$ cat config.mk
export PLATFORM = sky130hd
export DESIGN_NAME = charge_entry_ctrl_flat
export DESIGN_NICKNAME = d
export VERILOG_FILES = /design/src/rtl/charge_entry_ctrl_if.sv /design/src/rtl/charge_entry_ctrl.sv /design/src/flat_wrapper.sv
export SDC_FILE = /design/constraint.sdc
export NUM_CORES = 1
export LEC_CHECK = 0
export ABC_AREA = 1
export CORE_UTILIZATION = 64
export DETAILED_ROUTE_END_ITERATION = 8
export DONT_BUFFER_PORTS = 1
export PLACE_DENSITY = 0.91
export REMOVE_ABC_BUFFERS = 1
export SETUP_SLACK_MARGIN = 0.1
export SKIP_LAST_GASP = 1
export SLEW_MARGIN = 25
export SYNTH_ARGS = -nofsm -noshare
export SYNTH_HDL_FRONTEND = slang
export SYNTH_SLANG_ARGS = --single-unit
$ cat constraint.sdc
create_clock -name CLK -period 3.1 [get_ports CLK]
set_input_delay 0.62 -clock CLK [delete_from_list [all_inputs] [get_ports CLK]]
set_output_delay 0.62 -clock CLK [all_outputs]
set_load 0.02 [all_outputs]
$ cat src/rtl/charge_entry_ctrl_if.sv
// Bundles the key-event inputs, the billing back-end handshake and the
// entry status outputs of the recharge entry controller.
interface charge_entry_if #(
    parameter int PHONE_LEN = 11
);
    logic                   digit_stb;
    logic [3:0]             digit;
    logic                   start_stb;
    logic                   clear_stb;
    logic                   enter_stb;
    // charge_req is a level raised on entry to REQ and held until the cycle
    // charge_ack is sampled high; ack seen while no request is pending is ignored.
    logic                   charge_ack;
    logic                   charge_req;
    logic [2:0]             state;
    logic [4*PHONE_LEN-1:0] phone_bcd;
    logic [3:0]             phone_cnt;
    logic [9:0]             amount;
    logic [1:0]             amt_cnt;
    logic                   done;
    logic                   err;
    logic                   timeout;

    modport master (
        output digit_stb, digit, start_stb, clear_stb, enter_stb, charge_ack,
        input  state, phone_bcd, phone_cnt, amount, amt_cnt,
               charge_req, done, err, timeout
    );

    modport slave (
        input  digit_stb, digit, start_stb, clear_stb, enter_stb, charge_ack,
        output state, phone_bcd, phone_cnt, amount, amt_cnt,
               charge_req, done, err, timeout
    );
endinterface

$ cat src/rtl/charge_entry_ctrl.sv
// Phone-recharge entry sequencer: collects phone number and amount from
// keypad strobes, validates them and raises a charge request to the back end.
module charge_entry_ctrl #(
    parameter int PHONE_LEN  = 11,
    parameter int AMT_DIGITS = 3,
    parameter int MAX_AMT    = 500,
    parameter int TIMEOUT    = 5000000
) (
    input logic           CLK,
    input logic           RST,
    charge_entry_if.slave bus
);
    typedef enum logic [2:0] {
        S_IDLE   = 3'd0,
        S_PHONE  = 3'd1,
        S_AMOUNT = 3'd2,
        S_REQ    = 3'd3,
        S_DONE   = 3'd4
    } state_e;

    localparam int          PW           = 4 * PHONE_LEN;
    localparam logic [3:0]  PHONE_LEN_C  = 4'(PHONE_LEN);
    localparam logic [1:0]  AMT_DIGITS_C = 2'(AMT_DIGITS);
    localparam logic [9:0]  MAX_AMT_C    = 10'(MAX_AMT);
    localparam logic [23:0] IDLE_LIM_C   = 24'(TIMEOUT - 1);

    state_e         state_q, state_d;
    logic [PW-1:0]  phone_q, phone_d;
    logic [3:0]     phone_cnt_q, phone_cnt_d;
    logic [9:0]     amount_q, amount_d;
    logic [1:0]     amt_cnt_q, amt_cnt_d;
    logic [23:0]    idle_q, idle_d;
    logic           charge_req_q, charge_req_d;
    logic           done_q, done_d;
    logic           err_q, err_d;
    logic           timeout_q, timeout_d;

    logic           any_stb;
    logic           digit_ok;
    logic [23:0]    idle_inc;

    assign any_stb  = bus.digit_stb | bus.start_stb | bus.clear_stb | bus.enter_stb;
    assign digit_ok = bus.digit_stb && (bus.digit <= 4'd9);
    assign idle_inc = idle_q + 24'd1;

    always_ff @(posedge CLK) begin
        if (RST) begin
            state_q      <= S_IDLE;
            phone_q      <= '0;
            phone_cnt_q  <= '0;
            amount_q     <= '0;
            amt_cnt_q    <= '0;
            idle_q       <= '0;
            charge_req_q <= 1'b0;
            done_q       <= 1'b0;
            err_q        <= 1'b0;
            timeout_q    <= 1'b0;
        end else begin
            state_q      <= state_d;
            phone_q      <= phone_d;
            phone_cnt_q  <= phone_cnt_d;
            amount_q     <= amount_d;
            amt_cnt_q    <= amt_cnt_d;
            idle_q       <= idle_d;
            charge_req_q <= charge_req_d;
            done_q       <= done_d;
            err_q        <= err_d;
            timeout_q    <= timeout_d;
        end
    end

    always_comb begin
        state_d      = state_q;
        phone_d      = phone_q;
        phone_cnt_d  = phone_cnt_q;
        amount_d     = amount_q;
        amt_cnt_d    = amt_cnt_q;
        idle_d       = '0;
        charge_req_d = charge_req_q;
        done_d       = 1'b0;
        err_d        = 1'b0;
        timeout_d    = 1'b0;

        // Idle supervision: any strobe restarts the count and beats a same-cycle expiry.
        if ((state_q == S_PHONE || state_q == S_AMOUNT) && !any_stb) begin
            if (idle_inc == IDLE_LIM_C) begin
                state_d     = S_IDLE;
                timeout_d   = 1'b1;
                phone_d     = '0;
                phone_cnt_d = '0;
                amount_d    = '0;
                amt_cnt_d   = '0;
            end else begin
                idle_d = idle_inc;
            end
        end

        case (state_q)
            S_IDLE: begin
                if (bus.start_stb) begin
                    state_d     = S_PHONE;
                    phone_d     = '0;
                    phone_cnt_d = '0;
                    amount_d    = '0;
                    amt_cnt_d   = '0;
                end
            end
            S_PHONE: begin
                if (bus.clear_stb) begin
                    if (phone_cnt_q != 4'd0) begin
                        phone_d     = '0;
                        phone_cnt_d = '0;
                    end else begin
                        state_d = S_IDLE;
                    end
                end else if (bus.enter_stb) begin
                    if (phone_cnt_q == PHONE_LEN_C) state_d = S_AMOUNT;
                    else                            err_d   = 1'b1;
                end else if (digit_ok && phone_cnt_q < PHONE_LEN_C) begin
                    phone_d     = (phone_q << 4) | PW'(bus.digit);
                    phone_cnt_d = phone_cnt_q + 4'd1;
                end
            end
            S_AMOUNT: begin
                if (bus.clear_stb) begin
                    if (amt_cnt_q != 2'd0) begin
                        amount_d  = '0;
                        amt_cnt_d = '0;
                    end else begin
                        state_d = S_PHONE;
                    end
                end else if (bus.enter_stb) begin
                    if (amount_q != 10'd0 && amount_q <= MAX_AMT_C) begin
                        state_d      = S_REQ;
                        charge_req_d = 1'b1;
                    end else begin
                        err_d     = 1'b1;
                        amount_d  = '0;
                        amt_cnt_d = '0;
                    end
                end else if (digit_ok && amt_cnt_q < AMT_DIGITS_C) begin
                    amount_d  = amount_q * 10'd10 + {6'd0, bus.digit};
                    amt_cnt_d = amt_cnt_q + 2'd1;
                end
            end
            S_REQ: begin
                if (bus.charge_ack) begin
                    state_d      = S_DONE;
                    charge_req_d = 1'b0;
                    done_d       = 1'b1;
                end
            end
            S_DONE:  state_d = S_IDLE;
            default: state_d = S_IDLE;
        endcase
    end

    assign bus.state      = state_q;
    assign bus.phone_bcd  = phone_q;
    assign bus.phone_cnt  = phone_cnt_q;
    assign bus.amount     = amount_q;
    assign bus.amt_cnt    = amt_cnt_q;
    assign bus.charge_req = charge_req_q;
    assign bus.done       = done_q;
    assign bus.err        = err_q;
    assign bus.timeout    = timeout_q;
endmodule

$ cat src/flat_wrapper.sv
// flat-port wrapper written by rule: the top's interface ports become plain ports
module charge_entry_ctrl_flat 
#(
    parameter int PHONE_LEN  = 11,
    parameter int AMT_DIGITS = 3,
    parameter int MAX_AMT    = 500,
    parameter int TIMEOUT    = 5000000
)
  (CLK, RST, bus_digit_stb, bus_digit, bus_start_stb, bus_clear_stb, bus_enter_stb, bus_charge_ack, bus_state, bus_phone_bcd, bus_phone_cnt, bus_amount, bus_amt_cnt, bus_charge_req, bus_done, bus_err, bus_timeout);
  charge_entry_if #(.PHONE_LEN(PHONE_LEN)) bus_i ();
  input logic CLK;
  input logic RST;
  input wire logic [$bits(bus_i.digit_stb)-1:0] bus_digit_stb;
  input wire logic [$bits(bus_i.digit)-1:0] bus_digit;
  input wire logic [$bits(bus_i.start_stb)-1:0] bus_start_stb;
  input wire logic [$bits(bus_i.clear_stb)-1:0] bus_clear_stb;
  input wire logic [$bits(bus_i.enter_stb)-1:0] bus_enter_stb;
  input wire logic [$bits(bus_i.charge_ack)-1:0] bus_charge_ack;
  output wire logic [$bits(bus_i.state)-1:0] bus_state;
  output wire logic [$bits(bus_i.phone_bcd)-1:0] bus_phone_bcd;
  output wire logic [$bits(bus_i.phone_cnt)-1:0] bus_phone_cnt;
  output wire logic [$bits(bus_i.amount)-1:0] bus_amount;
  output wire logic [$bits(bus_i.amt_cnt)-1:0] bus_amt_cnt;
  output wire logic [$bits(bus_i.charge_req)-1:0] bus_charge_req;
  output wire logic [$bits(bus_i.done)-1:0] bus_done;
  output wire logic [$bits(bus_i.err)-1:0] bus_err;
  output wire logic [$bits(bus_i.timeout)-1:0] bus_timeout;
  assign bus_i.digit_stb = bus_digit_stb;
  assign bus_i.digit = bus_digit;
  assign bus_i.start_stb = bus_start_stb;
  assign bus_i.clear_stb = bus_clear_stb;
  assign bus_i.enter_stb = bus_enter_stb;
  assign bus_i.charge_ack = bus_charge_ack;
  assign bus_state = bus_i.state;
  assign bus_phone_bcd = bus_i.phone_bcd;
  assign bus_phone_cnt = bus_i.phone_cnt;
  assign bus_amount = bus_i.amount;
  assign bus_amt_cnt = bus_i.amt_cnt;
  assign bus_charge_req = bus_i.charge_req;
  assign bus_done = bus_i.done;
  assign bus_err = bus_i.err;
  assign bus_timeout = bus_i.timeout;
  charge_entry_ctrl #(.PHONE_LEN(PHONE_LEN), .AMT_DIGITS(AMT_DIGITS), .MAX_AMT(MAX_AMT), .TIMEOUT(TIMEOUT)) u_core (.CLK(CLK), .RST(RST), .bus(bus_i));
endmodule
==> results of run 1 <==
-- per-layer routing --
metal  vias to the layer above  share of wire, %  wire [microns]
met5                         -                 0               0
met2                       209                49            6619
met1                      2485                41            5536
li1                       2700                 -               -
met4                         0               2.1             281
met3                        33               8.1            1103
-- state kept, by name, indices dropped and copies added (netlist names) --
signal and count:
u_core.bus.amount 10, u_core.bus.amt_cnt 2, u_core.bus.charge_req 1, u_core.bus.done 1
u_core.bus.err 1, u_core.bus.phone_bcd 44, u_core.bus.phone_cnt 4, u_core.bus.state 3
u_core.bus.timeout 1, u_core.idle_q 24
-- cells in the mapped netlist, types with 3 or more instances --
master / count
nand2_1: 231
nand3_1: 161
dfxtp_1: 91
inv_1: 86
nor2_1: 67
a21oi_1: 55
ha_1: 20
o21ai_0: 18
clkbuf_1: 14
buf_2: 10
nor3_1: 9
buf_6: 7
xnor2_1: 7
nand4_1: 6
nor2_2: 5
nor2_4: 5
xor2_1: 5
nand2_2: 4
nand3b_1: 4
a211oi_1: 3
buf_1: 3
o21ai_1: 3
o21bai_1: 3
-- repair_timing --
action,CTS,global route
hold endpoints to repair,0,0
setup endpoints to repair,0,6
setup buffers,0,2
gates resized for setup,0,1
hold buffers,0,0
-- report_power, final --
part	switching [mW]	internal, mW	leakage, nW
clock	0.452	0.320	0.0933
sequential	0.00360	1.17	0.733
combinational	0.0694	0.0211	1.65
-- logic make-up after synthesis --
| logic type | Yosys count | share of synthesized area [%] |
|---|---|---|
| buf+inv | 122 | 9.631 |
| flops | 91 | 33.55 |
| compound gates | 89 | 9.194 |
| fa+ha+maj | 22 | 5.346 |
| xor+xnor | 12 | 1.935 |
| simple gates | 498 | 40.35 |
-- layout make-up --
type	instances	area share [%]
Multi-Input combinational cell	621	54.42
Sequential cell	91	32.03
Inverter	88	5.807
Clock buffer	10	2.420
Tap cell	105	2.310
Timing Repair Buffer	16	2.178
Clock inverter	6	0.8359
-- through the flow --
step	setup WS [ns]	setup TNS, ns	hold slack [ns]	area (sq um)
finish	0.3199	0	0.3002	5688
detailed placement	0.3671	0	0.4829	5484
floorplan	-0.1028	-3.704	0.4297	5238
CTS	0.3602	0	0.2955	5669
global route	0.1153	0	0.2783	5688
global placement	0.4415	0	0.4429	5484
-- critical path: cells and delay by family, from the launching register on --
family                   cells  cell delay (ns)
flip-flops                   1             0.45
adder cells (fa/ha/maj)      3             0.93
AND/OR/NAND/NOR              5             0.49
AO/OA/AOI/OAI                3             0.32
buffers and inverters        3             0.18
XOR/XNOR                     1             0.35
-- worst min-delay path by stage --
stage	depth (start not counted)	endpoint	slack [ns]
finish	1	u_core.bus.amt_cnt[1]	0.30
global route	1	u_core.bus.phone_bcd[38]	0.28
CTS	1	u_core.bus.phone_bcd[34]	0.30
detailed placement	2	u_core.idle_q[23]	0.48
global placement	1	u_core.idle_q[0]	0.44
floorplan	1	u_core.idle_q[0]	0.43
==> reports/qor.txt, run 1 <==
Clk Latency, worst-skew pair: 0.38 ns
Met1 GRT Util: 35.57%
Slowest stage delay, CP: 0.45 ns
CTS tree: yes
Worst vdd ir: 288.9 uV
GR peak layer: met2
CP Max Fanout: 6
CP Launch Type: flip-flop
Most used cell, CP: inv_1
Sequential cell area: 1822 sq um
Min Tclk post-route: 2.780 ns
Clock Path Buffers: 2
Worst Path Required: 3.41 ns
Period utilization: 89.68%
Synth warnings: 0
CP Capture Point: u_core.bus.amount[9]
Post-synth EDFFs: 0
Synth Area per Inst: 6.511 sq um
DRT iter0 DRCs: 447
Crit path DAT: 3.09 ns
Dpl hpwl: 9313 microns
CP max-delay cell: dfxtp_1
Initial antenna violation count: 0
Placed Instances: 919
Yosys cell types: 37
Vias: 5427
# IOs: 78
# diodes: 0
Top cell type's share of synthesized area: 33.55%
Endpoint class of the critical path: flip-flop
Die Span X: 94.11 microns
Layout net count: 860
DRC Markers: 0
Clk_skew: 0.01538 ns
Clk sinks: 91
Crit path kind: flip-flop to flip-flop
Fin. max-slew vios: 0
WL final: 13540 microns
Hold Path Origin: RST
Multi-input logic area: 3095 sq um
Reg2reg path depth: 15
Reg clk slew, reported paths: 0.10 ns
Leading area contributor after synthesis: dfxtp_1
Worst setup startpoint: u_core.bus.amount[1]
P per Cell Area: 357.8 nW/um^2
Reg-to-reg slack, setup: 0.32 ns
Via density: 5.792
First-pass GRT wire length: 21480 microns
Final Setup Violations: 0
Fin. Hold Viols: 0
Dominant cells by area after synthesis: dfxtp_1 (34%), nand2_1 (16%), nand3_1 (15%), inv_1 (5.9%), a21oi_1 (5.1%)
Outcome: finished clean
Critical path, cell by cell: ha_1 > ha_1 > inv_1 > fa_1 > xnor2_1 > nand3b_1 > nor2_1 > inv_1 > nor2_1 > inv_1 > a21oi_1 > o21ai_0 > nand2_1 > nand2_1 > a21oi_1
Seq cells post-synth: 91
Die Y: 94.11 microns
GPL Wtd Cong: 0.9673
Post-Layout Cell Count: 937
Most frequent cells in the layout: nand2_1 (231), nand3_1 (161), dfxtp_1 (91)
Fill count: 695
Clock Tree Root: clkbuf_8
Routing usage on met2: 52.31%
GRT overflow: 0
Fmax: 359.7 MHz
R2r endpoint: u_core.bus.amount[9]
Initial Util: 66.09%
RSZ-0062 raised after global routing: false
Slew at the pin closest to its max-slew limit: 0.7787 ns
Static leakage: 2.474 nW
Area Growth Syn to Fin: 4.747%
Layout cells sized above 1: 6.490%
CTS H-tree depth: 3
Most common cell after layout, fill and taps aside: nand2_1
Synth Flop Type: dfxtp_1
GR Util met3: 9.709%
WL/cell: 14.45 microns
Reg2reg start: u_core.bus.amount[1]
Max Cap Violations: 0
TritonCTS buffer count: 9
Worst rel slew slack: 47.54%
Port buffer count: 0
Antenna-violating nets left: 0
Synthesized cell area: 5430 sq um
Die area: 8857 sq um
Vias in the first global route: 4862
1st-pass router iterations: 7
Instance count of the mapped netlist: 834
Post-synthesis async set-or-reset flop share: 0%
Core ar.: 8217 sq um
Final Util: 69.22%
Seq/Total Area, Yosys: 33.55%
Largest net degree at the start of global routing: 63
Total power: 2.035 mW
Gr usage total: 30.60%
Hold WC Path Type: primary input to flip-flop
FP Rows: 33
No activity file was read; power rests on OpenSTA's default activity.
==> run 2: changes to the inputs <==
--- a/config.mk
+++ b/config.mk
@@ -6,10 +6,11 @@
 export NUM_CORES = 1
 export LEC_CHECK = 0
 export ABC_AREA = 1
-export CORE_UTILIZATION = 64
+export CORE_UTILIZATION = 58
+export CTS_BUF_LIST = sky130_fd_sc_hd__clkbuf_16
 export DETAILED_ROUTE_END_ITERATION = 8
 export DONT_BUFFER_PORTS = 1
-export PLACE_DENSITY = 0.91
+export PLACE_DENSITY = 0.87
 export REMOVE_ABC_BUFFERS = 1
 export SETUP_SLACK_MARGIN = 0.1
 export SKIP_LAST_GASP = 1
==> constraint.sdc (replaced) <==
create_clock -name CLK -period 2.55 [get_ports CLK]
set_input_delay 0.51 -clock CLK [delete_from_list [all_inputs] [get_ports CLK]]
set_output_delay 0.51 -clock CLK [all_outputs]
set_load 0.02 [all_outputs]
==> run 2 against run 1 <==
  * Cell count up 4.5%
  * Hold slack worse by 0.074 ns
  * Critical endpoint is now u_core.bus.phone_bcd[35]
  * Wire length grew 31%
  * Worst setup slack worse by 0.30 ns
  * Critical path type unchanged
  * Non-clock buffer count grew 38
  * Combinational power up 44%
  * Clock power increased by 75%
==> reports/qor.txt, run 2 (synthesized netlist as in run 1, its figures left out) <==
CP Launch Type: flip-flop
Antenna-violating nets left: 0 (unchanged)
FP Rows: 34 (+3.0%)
Largest net degree at the start of global routing: 56 (-11%)
Layout net count: 899 (+4.5%)
TritonCTS buffer count: 9 (unchanged)
Clk_skew: 0.009237 ns (-0.006141 ns)
Die Span X: 98.76 microns (+4.9%)
Period utilization: 99.16% (+9.5 points)
Initial antenna violation count: 0 (unchanged)
Initial Util: 61.08% (-5.0 points)
Clk Latency, worst-skew pair: 0.34 ns (-0.04 ns)
Via density: 6.173 (+6.6%)
Placed Instances: 937 (+2.0%)
WL/cell: 18.07 microns (+25%)
Vias: 6043 (+11%)
Outcome: finished clean
Post-Layout Cell Count: 979 (+4.5%)
First-pass GRT wire length: 24270 microns (+13%)
Reg2reg start: u_core.idle_q[0]
1st-pass router iterations: 6 (-1)
Crit path DAT: 2.76 ns (-0.33 ns)
Clock Tree Root: clkbuf_16
CTS H-tree depth: 3 (unchanged)
Max reg flops: 44 (unchanged)
# diodes: 0 (unchanged)
Crit path kind: flip-flop to flip-flop
Clock Path Buffers: 2 (unchanged)
Static leakage: 2.955 nW (+19%)
Reg2reg path depth: 18 (+3)
Worst vdd ir: 427.2 uV (+48%)
CTS tree: yes
Reg clk slew, reported paths: 0.07 ns (-0.03 ns)
Gr usage total: 30.68% (+0.075 points)
DRT iter0 DRCs: 702 (+57%)
Dpl hpwl: 9772 microns (+4.9%)
Port buffer count: 0 (unchanged)
Hold WC Path Type: primary input to flip-flop
Die area: 9754 sq um (+10%)
Hold EP: u_core.bus.phone_bcd[34]
Hold path depth: 1 (unchanged)
Worst rel slew slack: 56.20% (+8.7 points)
CTS Hold Bufs: 0 (unchanged)
GRT overflow: 0 (unchanged)
Die Y: 98.76 microns (+4.9%)
Worst Path Required: 2.78 ns (-0.63 ns)
Endpoint class of the critical path: flip-flop
Reg-to-reg slack, setup: 0.02 ns (-0.30 ns)
Core ar.: 8891 sq um (+8.2%)
GPL Wtd Cong: 0.9597 (-0.79%)
WL final: 17690 microns (+31%)
Fmax: 395.5 MHz (+9.9%)
P per Cell Area: 433.1 nW/um^2 (+21%)
Final Setup Violations: 0 (unchanged)
Min Tclk post-route: 2.529 ns (-0.2515 ns)
R2r endpoint: u_core.bus.phone_bcd[35]
Vias in the first global route: 5254 (+8.1%)
RSZ-0062 raised after global routing: true
CP Max Fanout: 7 (+1)
Most frequent cells in the layout: nand2_1 (229), nand3_1 (123), inv_1 (86)
Layout cells sized above 1: 18.25% (+12 points)
Max Cap Violations: 0 (unchanged)
Hold Path Origin: RST
Clk sinks: 91 (unchanged)
Fill count: 621 (-11%)
Fin. Hold Viols: 0 (unchanged)
# IOs: 78 (unchanged)
Fin. max-slew vios: 0 (unchanged)
Total power: 2.898 mW (+42%)
Most common cell after layout, fill and taps aside: nand2_1
DRC Markers: 0 (unchanged)
Area Growth Syn to Fin: 23.20%
Slew at the pin closest to its max-slew limit: 0.6510 ns (-0.1277 ns)
-- run 2: cell count changes in the layout (fill, tap and decap cells not counted), moves of 4 or more --
| cell | previous run | this run |
|---|---|---|
| nand3_1 | 161 | 123 |
| nand3_2 | 0 | 37 |
| buf_4 | 15 | 35 |
| clkbuf_16 | 0 | 15 |
| dfxtp_1 | 91 | 78 |
| clkbuf_8 | 10 | 0 |
| dfxtp_2 | 0 | 10 |
| nor2_4 | 5 | 12 |
| buf_6 | 1 | 6 |
| ha_1 | 20 | 16 |
| nor2_1 | 66 | 62 |
-- run 2: layer usage --
metal | track usage [%] | up-vias | part of all wire [%] | routed length [microns]
met2 | 53.20 | 418 | 47 | 8345
met5 | 0 | - | 0 | 0
li1 | - | 2797 | - | -
met3 | 7.447 | 100 | 13 | 2262
met4 | 12.51 | 0 | 4.9 | 863
met1 | 36.30 | 2728 | 35 | 6217
-- run 2: area by class of cell --
class	count	area (sq um)	area share, %
repair buffers	54	655.6	9.800
clock buffers	9	225.2	3.366
clock inverters	7	68.82	1.029
well taps	108	135.1	2.020
inverters	88	330.3	4.937
flip-flops and latches	91	1846	27.59
multi-input cells	622	3430	51.26
-- run 2: worst max-delay path by stage --
stage | end | cells past startpoint | startpoint | slack [ns]
after floorplan | u_core.bus.phone_bcd[0] | 16 | u_core.idle_q[0] | -0.65
after global placement | u_core.bus.amount[5] | 17 | u_core.idle_q[0] | 0.17
after detailed placement | u_core.bus.phone_bcd[27] | 17 | u_core.idle_q[0] | 0.04
after CTS | u_core.bus.phone_bcd[42] | 18 | u_core.idle_q[0] | 0.11
after global routing | u_core.bus.phone_bcd[35] | 18 | u_core.idle_q[0] | -0.09
final | u_core.bus.phone_bcd[35] | 18 | u_core.idle_q[0] | 0.02
-- run 2: power breakdown --
| part | internal (mW) | switching [mW] |
|---|---|---|
| Clock | 0.759 | 0.589 |
| Sequential | 1.42 | 0.00163 |
| Combinational | 0.0310 | 0.0990 |
| Total | 2.21 | 0.690 |
-- run 2: repair_timing --
item                                    4_1_cts  5_1_grt
endpoints found under the setup margin       51       62
gates cloned                                  4       10
endpoints found under the hold margin         0        0
pin swaps                                     2       26
resized for setup                            13       82
setup buffers                                 4        9
-- run 2: critical path, stage by stage (launching register included) --
cell     delay [ns]
dfxtp_4        0.37
ha_4           0.15
nand2_4        0.05
nor2_4         0.21
nand2_4        0.10
nor2_4         0.15
nand2_1        0.06
nand2_1        0.05
nand2_1        0.07
nor2_1         0.12
nand2_1        0.10
nor2_4         0.15
nand3_4        0.13
buf_6          0.19
buf_6          0.15
nand3_1        0.11
nand3_2        0.09
nand2_1        0.09
inv_1          0.06
-- run 2: per-stage QoR --
step	TNS [ns]	cell area, sq um	setup WS [ns]	hold slack, ns	utilization [%]
2_1_floorplan	-37.13	5238	-0.6528	0.4297	-
3_3_place_gp	0	5638	0.1721	0.4452	63.41
3_5_place_dp	0	5638	0.04303	0.4596	63.41
4_1_cts	0	6120	0.1070	0.2293	68.83
5_1_grt	-0.7768	6690	-0.08795	0.2234	75.25
6_report	0	6690	0.02133	0.2266	75.25
